<file path="src/rtl/tc_pkg.sv">
// Shared types, constants and the golden transition-count function for the
// bit-transition counter arbiter.
package tc_pkg;

  localparam int TC_DATA_W = 10;
  localparam int TC_CNT_W  = 5;

  typedef enum logic [2:0] {
    ST_IDLE,
    ST_CLR,
    ST_LOAD,
    ST_WAIT,
    ST_RESP
  } tc_arb_state_t;

  // Number of adjacent bit pairs that differ within a word.
  function automatic logic [TC_CNT_W-1:0] tc_ref_count(input logic [TC_DATA_W-1:0] word);
    logic [TC_CNT_W-1:0] n;
    n = '0;
    for (int unsigned i = 0; i + 1 < TC_DATA_W; i++) begin
      n = n + TC_CNT_W'(word[i] ^ word[i+1]);
    end
    return n;
  endfunction

endpackage

</file>
<file path="src/rtl/tc_rr_pick.sv">
// Combinational round-robin picker: first valid requester at or above ptr,
// wrapping around, returned as a one-hot grant plus its index.
module tc_rr_pick
  import tc_pkg::*;
#(
  parameter int N_REQ = 4,
  localparam int IDW  = $clog2(N_REQ)
) (
  input  logic [N_REQ-1:0] valid,
  input  logic [IDW-1:0]   ptr,
  output logic [N_REQ-1:0] grant,
  output logic [IDW-1:0]   idx,
  output logic             found
);

  int unsigned best;

  // The winner is the valid requester with the smallest distance above ptr.
  always_comb begin
    best  = N_REQ;
    idx   = '0;
    found = |valid;
    for (int unsigned i = 0; i < N_REQ; i++) begin
      if (valid[i] && (((i + N_REQ - 32'(ptr)) % N_REQ) < best)) begin
        best = (i + N_REQ - 32'(ptr)) % N_REQ;
        idx  = IDW'(i);
      end
    end
    grant = found ? (N_REQ'(1) << idx) : '0;
  end

endmodule

</file>
<file path="src/rtl/tc_arbiter.sv">
// Round-robin scheduler sharing one bit-transition counter between N_REQ
// requesters; sequences clear/load and returns the tagged count.
module tc_arbiter
  import tc_pkg::*;
#(
  parameter int N_REQ      = 4,
  parameter int DATA_W     = TC_DATA_W,
  parameter int CNT_W      = TC_CNT_W,
  parameter int TC_LAT     = 1,
  parameter int CLEAR_EACH = 1
) (
  input  logic                      CLK,
  input  logic                      Clear,
  input  logic [N_REQ-1:0]          req_valid,
  input  logic [N_REQ*DATA_W-1:0]   req_data,
  output logic [N_REQ-1:0]          req_ready,
  output logic                      rsp_valid,
  input  logic                      rsp_ready,
  output logic [$clog2(N_REQ)-1:0]  rsp_id,
  output logic [CNT_W-1:0]          rsp_count,
  output logic                      rsp_err,
  output logic                      tc_clear_n,
  output logic                      tc_load,
  output logic [DATA_W-1:0]         tc_data,
  input  logic [CNT_W-1:0]          tc_count,
  output logic                      busy
);

  localparam int IDW = $clog2(N_REQ);
  localparam int WCW = (TC_LAT > 1) ? $clog2(TC_LAT) : 1;

  tc_arb_state_t     state, state_nxt;
  logic [IDW-1:0]    ptr, win_id, pick_idx;
  logic [N_REQ-1:0]  pick_grant;
  logic              pick_found;
  logic              accept;
  logic [DATA_W-1:0] word, pick_word;
  logic [WCW-1:0]    wcnt;

  tc_rr_pick #(.N_REQ(N_REQ)) u_pick (
    .valid (req_valid),
    .ptr   (ptr),
    .grant (pick_grant),
    .idx   (pick_idx),
    .found (pick_found)
  );

  always_comb begin
    pick_word = '0;
    for (int unsigned i = 0; i < N_REQ; i++) begin
      if (pick_idx == IDW'(i)) pick_word = req_data[i*DATA_W +: DATA_W];
    end
  end

  // The grant only ever selects a valid requester, so a grant is a handshake.
  assign accept    = (state == ST_IDLE) && !Clear && pick_found;
  assign req_ready = accept ? pick_grant : '0;

  always_comb begin
    state_nxt = state;
    unique case (state)
      ST_IDLE: if (accept) state_nxt = (CLEAR_EACH != 0) ? ST_CLR : ST_LOAD;
      ST_CLR:  state_nxt = ST_LOAD;
      ST_LOAD: state_nxt = ST_WAIT;
      ST_WAIT: if (wcnt == '0) state_nxt = ST_RESP;
      ST_RESP: if (rsp_ready) state_nxt = ST_IDLE;
      default: state_nxt = ST_IDLE;
    endcase
  end

  assign rsp_valid  = (state == ST_RESP);
  assign tc_load    = (state == ST_LOAD);
  assign busy       = (state != ST_IDLE);
  assign tc_clear_n = !Clear && (state != ST_CLR);
  assign tc_data    = word;
  assign rsp_id     = win_id;

  always_ff @(posedge CLK) begin
    if (Clear) begin
      state     <= ST_IDLE;
      ptr       <= '0;
      win_id    <= '0;
      word      <= '0;
      wcnt      <= '0;
      rsp_count <= '0;
      rsp_err   <= 1'b0;
    end else begin
      state <= state_nxt;
      if (accept) begin
        word   <= pick_word;
        win_id <= pick_idx;
      end
      if (state == ST_LOAD) begin
        wcnt <= WCW'(TC_LAT - 1);
      end else if (state == ST_WAIT && wcnt != '0) begin
        wcnt <= wcnt - 1'b1;
      end
      if (state == ST_WAIT && wcnt == '0) begin
        rsp_count <= tc_count;
        rsp_err   <= (32'(tc_count) > 32'(DATA_W - 1));
      end
      if (state == ST_RESP && rsp_ready) begin
        ptr <= (win_id == IDW'(N_REQ - 1)) ? '0 : win_id + 1'b1;
      end
    end
  end

endmodule

</file>
<file path="config.mk">
export PLATFORM = sky130hd
export DESIGN_NAME = tc_arbiter
export DESIGN_NICKNAME = d
export VERILOG_FILES = /design/src/rtl/tc_pkg.sv /design/src/rtl/tc_rr_pick.sv /design/src/rtl/tc_arbiter.sv
export SDC_FILE = /design/constraint.sdc
export NUM_CORES = 1
export LEC_CHECK = 0
export CAP_MARGIN = 20
export CORE_MARGIN = 2
export CORE_UTILIZATION = 36
export DETAILED_ROUTE_END_ITERATION = 16
export PLACE_DENSITY_LB_ADDON = 0.2
export SETUP_SLACK_MARGIN = 0.1
export SYNTH_ARGS = -nofsm -noshare
export SYNTH_HDL_FRONTEND = slang
export SYNTH_SLANG_ARGS = --single-unit
</file>
<file path="constraint.sdc">
create_clock -name CLK -period 4 [get_ports CLK]
set_input_delay 0.8 -clock CLK [delete_from_list [all_inputs] [get_ports CLK]]
set_output_delay 0.8 -clock CLK [all_outputs]
set_load 0.01 [all_outputs]
</file>
---- Yosys cells after proc, flatten, opt, wreduce, memory -nomap -nowiden ----
Index checks and enable logic that the tools add are counted.
W data, S select, Z words.
cells by class
  add/sub/neg operators ................... 6
  order comparisons ....................... 5
  eq/ne operators ......................... 12
  shift-type cells ........................ 1
  mux-type cells .......................... 17
  bitwise logic cells ..................... 1
  reductions and logical operators ........ 17
operators by type and width
  operator               number
  $mux W10               4
  $mux W3                6
  $pmux W3 S5            1
  $logic_and A1 B1 Y1    10
  $lt A2 B3 Y1           3
  $mux W4                2
  $eq A2 B2 Y1 const B   3
  $eq A3 B2 Y1 const B   2
  $mux W2                3
  $gt A5 B4 Y1 const B   1
  $ne A2 B2 Y1 const B   2
  $reduce_or A4 Y1       1
  $shl A1 B2 Y4 const A  1
  $sub A1 B2 Y2 const A  2
  $sub A2 B2 Y2 const A  2
  $eq A3 B1 Y1 const B   1
  $eq A3 B3 Y1 const B   1
  $logic_not A3 Y1       1
  $lt A2 B3 Y1 const B   1
  $ne A3 B1 Y1 const B   1
  $reduce_and A3 Y1      1
  $reduce_bool A3 Y1     1
  $add A2 B1 Y2 const B  1
  $eq A2 B1 Y1 const B   1
  other kinds (7)        7
storage, ports and cells
  bits in registers ....................... 24
  input bits .............................. 52
  output and inout port bits .............. 26

---- Depth between registers and ports, before layout ----
Gate-level depths: netlist of the first run.
  depth after elaboration ................. 18
  depth in mapped cells ................... 16
  gate-level depth less buffers ........... 14

---- Modules after synthesis ----
Synthesis of the first run repeated with hierarchy kept, for this count alone.
unflattened totals
  cell total of the unflattened synthesis .. 134
  area total of the unflattened synthesis .. 1471.4 µm²
by module, submodules not included
  module      times used  cells an instance  area each (µm²)  seq. area each (µm²)
  tc_arbiter  1           102                1229.9           480.5
  tc_rr_pick  1           32                 241.5            0.0

---- Worst setup path after synthesis of the first run ----
OpenSTA, ideal clock, no wires.
  kind .................................... input to output
  start ................................... input port req_valid[1]
  end ..................................... output port req_ready[1]
  arrival time ............................ 3.237 ns
  required time ........................... 3.200 ns
  setup slack ............................. -0.037 ns
  cell stages on the path ................. 14
  path buffers ............................ 1
  cells stage by stage .................... inv_1 -> mux2i_1 -> a22oi_1 -> ha_1 -> o22ai_2 -> o21ai_2 -> clkbuf_1 -> nor2_1 -> a21o_1 -> ha_1 -> inv_1 -> a221oi_2 -> o21ai_1 -> nor3b_1
on the way
  longest elaborated chain between the ends .. 11
RTL lines
  element              line              text
  start, declared      tc_arbiter.sv:14  input logic [N_REQ-1:0] req_valid,
  $logic_and A1 B1 Y1  tc_rr_pick.sv:24  if (valid[i] && (((i + N_REQ - 32'(ptr)) % N_REQ) < best)) begin
  $mux W3              tc_rr_pick.sv:24
  $lt A2 B3 Y1         tc_rr_pick.sv:24
  $logic_and A1 B1 Y1  tc_rr_pick.sv:24
  $mux W3              tc_rr_pick.sv:24
  $lt A2 B3 Y1         tc_rr_pick.sv:24
  $logic_and A1 B1 Y1  tc_rr_pick.sv:24
  $mux W2              tc_rr_pick.sv:24
  $shl A1 B2 Y4        tc_rr_pick.sv:29  grant = found ? (N_REQ'(1) << idx) : '0;
  $mux W4              tc_rr_pick.sv:29
  $mux W4 *            tc_arbiter.sv:57  assign req_ready = accept ? pick_grant : '0;
  end, declared        tc_arbiter.sv:16  output logic [N_REQ-1:0] req_ready,
Every way passes the cells marked *; elsewhere a longest branch is shown, timed or not.

---- Worst setup path in the final report of the first run ----
  start ................................... input port req_valid[0]
  end ..................................... output port req_ready[1]
on the way
  longest elaborated chain between the ends .. 14
RTL lines
  element              line
  $logic_and A1 B1 Y1  tc_rr_pick.sv:24
  $mux W3              tc_rr_pick.sv:24
  $lt A2 B3 Y1         tc_rr_pick.sv:24
  $logic_and A1 B1 Y1  tc_rr_pick.sv:24
  $mux W3              tc_rr_pick.sv:24
  $lt A2 B3 Y1         tc_rr_pick.sv:24
  $logic_and A1 B1 Y1  tc_rr_pick.sv:24
  $mux W3              tc_rr_pick.sv:24
  $lt A2 B3 Y1         tc_rr_pick.sv:24
  $logic_and A1 B1 Y1  tc_rr_pick.sv:24
  $mux W2              tc_rr_pick.sv:24
  $shl A1 B2 Y4        tc_rr_pick.sv:29
  $mux W4              tc_rr_pick.sv:29
  $mux W4 *            tc_arbiter.sv:57
Marked as above.

==> impl_results.md, run 1 <==
- Worst Hold Launch: rsp_count[4]$_SDFFE_PP0P_
- IO Port Bufs: 77
- DR DRC count: 0
- Die ar.: 4744 um^2
- Type of origin of the critical path: primary input
- Post-route clock skew: 0.002242 ns
- Most frequent cells after synthesis: nor2_1 (31), dfxtp_1 (24), mux2i_1 (16), inv_1 (8), nand2_1 (7)
- Worst-path clk slew: 0.08 ns
- Starting Density: 37.61%
- Post-Syn Nets: 225
- Asr flop ratio synth: 0%
- Synth Warn #: 0
- Remaining global-route overflow: 0
- Status: completed
- Initial antenna violation count: 0
- MaxCap Viol Count: 0
- First-pass GRT wire length: 6637 um
- Post-synth EDFFs: 0
- Area added between synthesis and finish: 67.96%
- Peak VDD IR: 0.0001585 V
- Critical Path RT: 3.20 ns
- Total wire length: 4186 um
- Period minus WS final: 3.789 ns
- Placement row count: 23
- P_leak: 1.001 nW
- Share of cells above drive strength 1: 21.46%
- Pin count of the biggest net entering global routing: 25
- Worst slew margin: 59.04%
- Worst slew pin tran: 0.6130 ns
- Pre-CTS setup slack: -0.8791 ns
- #FFs+latches synth: 24
- Final Hold Violating Endpoints: 0
- Area leader, netlist: dfxtp_1
- GRT Resource Usage Total: 18.50%
- Top FF cell, synth: dfxtp_1
- Worst setup EP type: primary output
- Max Slew Vio Count: 0
- Crit path kind: in -> out
- Sequential area share after synthesis: 31.71%
- Fillers: 372
- H-tree depth: 1
- Hold WC Path Type: reg -> reg
- Die H: 68.88 um
- Placed wire-length estimate: 3143 um
- CTS tree: done
- Largest fanout on the critical path: 5
- Area contributors post-synth: dfxtp_1 (32%), mux2i_1 (11%), nor2_1 (7.7%), a311oi_2 (5.9%), a211o_1 (3.5%)
- Critical path origin: req_valid[0]
- GPL Wtd Cong: 0.7828
- Die width: 68.88 um
- DR iter-0 viols: 63
- Fmax achieved: 0.2639 GHz
- Worst endpoint data arrival time: 2.99 ns
- Final-stage net count: 317
- Top-count cell post-synth: nor2_1
- Bufs on Longest Clock Path: 2
- Num CTS Buffers: 3
- Unrepaired setup endpoints after global routing: yes
- IO Pins: 78
- Syn avg cell area: 8.913 um^2
- Setup ws final: 0.2110 ns
- Cells after Synth: 170
- Antenna diode count: 0
- Mapped cell area: 1515 um^2
- Pwr dens: 271.2 nW/um^2
- DR WL/cell: 13.46 um
- Post-synth top area share: 31.71%
- Core ar.: 4029 um^2
- DR vias/cell: 4.997
- Skew-Pair Late Insertion Delay: 0.26 ns
- Vias in the first global route: 1,449
- FF-to-FF Start: ptr[0]$_SDFFE_PP0P_
- TritonCTS Sinks: 24
- Drt pass-1 iters: 5
- Via count: 1,554
- # setup viols final: 0
- Tcrit/Tclk final: 94.73%
- Final Util: 63.17%
- Count of cell types in the netlist: 42
- Routed Antenna Nets: 0
- CTS Root Cell: clkbuf_8
state kept, by name, summed over array words and instances (netlist names):
register and count:
ptr 2, rsp_count 5, rsp_err 1, rsp_id 2
state 3, tc_data 10, wcnt 1
power breakdown:
part           switching, mW  leakage [nW]  internal (mW)
clock network         0.0760        0.0288         0.0878
logic                  0.103         0.775          0.148
registers             0.0156         0.197          0.260
total                  0.194          1.00          0.496
cell usage in the layout (no fill, tap or decap), types with 3 or more instances in the layout:
| cell type | count |
|---|---|
| buf_4 | 20 |
| a211o_1 | 6 |
| clkbuf_8 | 4 |
| nand2_1 | 7 |
| nor2_1 | 31 |
| mux2i_1 | 15 |
| o21ai_0 | 5 |
| nor3b_1 | 5 |
| a21oi_1 | 6 |
| inv_1 | 6 |
| o21ai_2 | 3 |
| nor3_2 | 3 |
| a311oi_2 | 6 |
| clkdlybuf4s50_1 | 71 |
| nand2b_1 | 3 |
| a211oi_1 | 4 |
| buf_2 | 3 |
| dfxtp_1 | 24 |
metrics by stage:
stage                     hold WS (ns)  power [mW]  std cells  setup TNS [ns]  cell area (um^2)
after floorplan                 0.4785      0.3980        170               0              1526
after global placement          0.4666      0.5180        302          -2.467              2396
after detailed placement        0.4722      0.5211        302          -3.648              2396
after CTS                       0.4960      0.6910        310               0              2500
after global routing            0.5144      0.7277        311               0              2545
final                           0.4890      0.6903        311               0              2545
repair_timing:
action	4_1_cts	5_1_grt
setup endpoints to repair	4	4
hold buffers	0	0
pin swaps	9	9
buffers inserted	4	1
gates resized for setup	34	8
worst max-delay path: stages:
cell and delay (ns):
buf_8 0.08, mux2i_2 0.21, a22oi_2 0.13, ha_4 0.30
o22ai_4 0.06, o21ai_2 0.15, nor2_1 0.07, a21o_1 0.19
ha_4 0.28, inv_4 0.04, o211ai_1 0.22, o21ai_2 0.14
nor3b_2 0.17, buf_2 0.16
logic make-up after synthesis:
group,count (synthesis),synth area share (%)
muxes,16,10.57
and+or+nand+nor,63,21.22
AOI/OAI and AO/OA,45,26.51
DFF,24,31.71
xor gates and xnor gates,1,0.5781
buffers and inverters,18,6.936
adders and majority gates,3,2.478
area by class of cell:
class,instances,area [um^2],area share [%]
inverter,8,32.53,1.278
timing repair buffer,97,913.4,35.89
multi-input combinational,128,1001,39.33
clock buffer,4,55.05,2.163
sequential,24,480.5,18.88
tap,50,62.56,2.458
path summary, 6_finish.rpt:
path | endpoint | slack [ns] | cells after the start
max reg2reg | tc_data[7]$_SDFFE_PP0P_ | 0.99 | 15
min reg2reg | rsp_count[4]$_SDFFE_PP0P_ | 0.49 | 2
min | rsp_count[4]$_SDFFE_PP0P_ | 0.49 | 2
max | req_ready[1] | 0.21 | 14
per-layer routing:
metal | global-route usage (%) | wire length [um]
met1 | 22.97 | 1785
met2 | 30.17 | 2044
met3 | 5.844 | 307
met4 | 6.373 | 49
met5 | 0 | 0
Note: power is estimated with default switching activity, not from simulation.
==> run 2, diff against run 1 <==
SKIP_LAST_GASP = 1   (was unset)
==> results of run 2 <==
Final layout, timing and power as in run 1 (identical DEF).
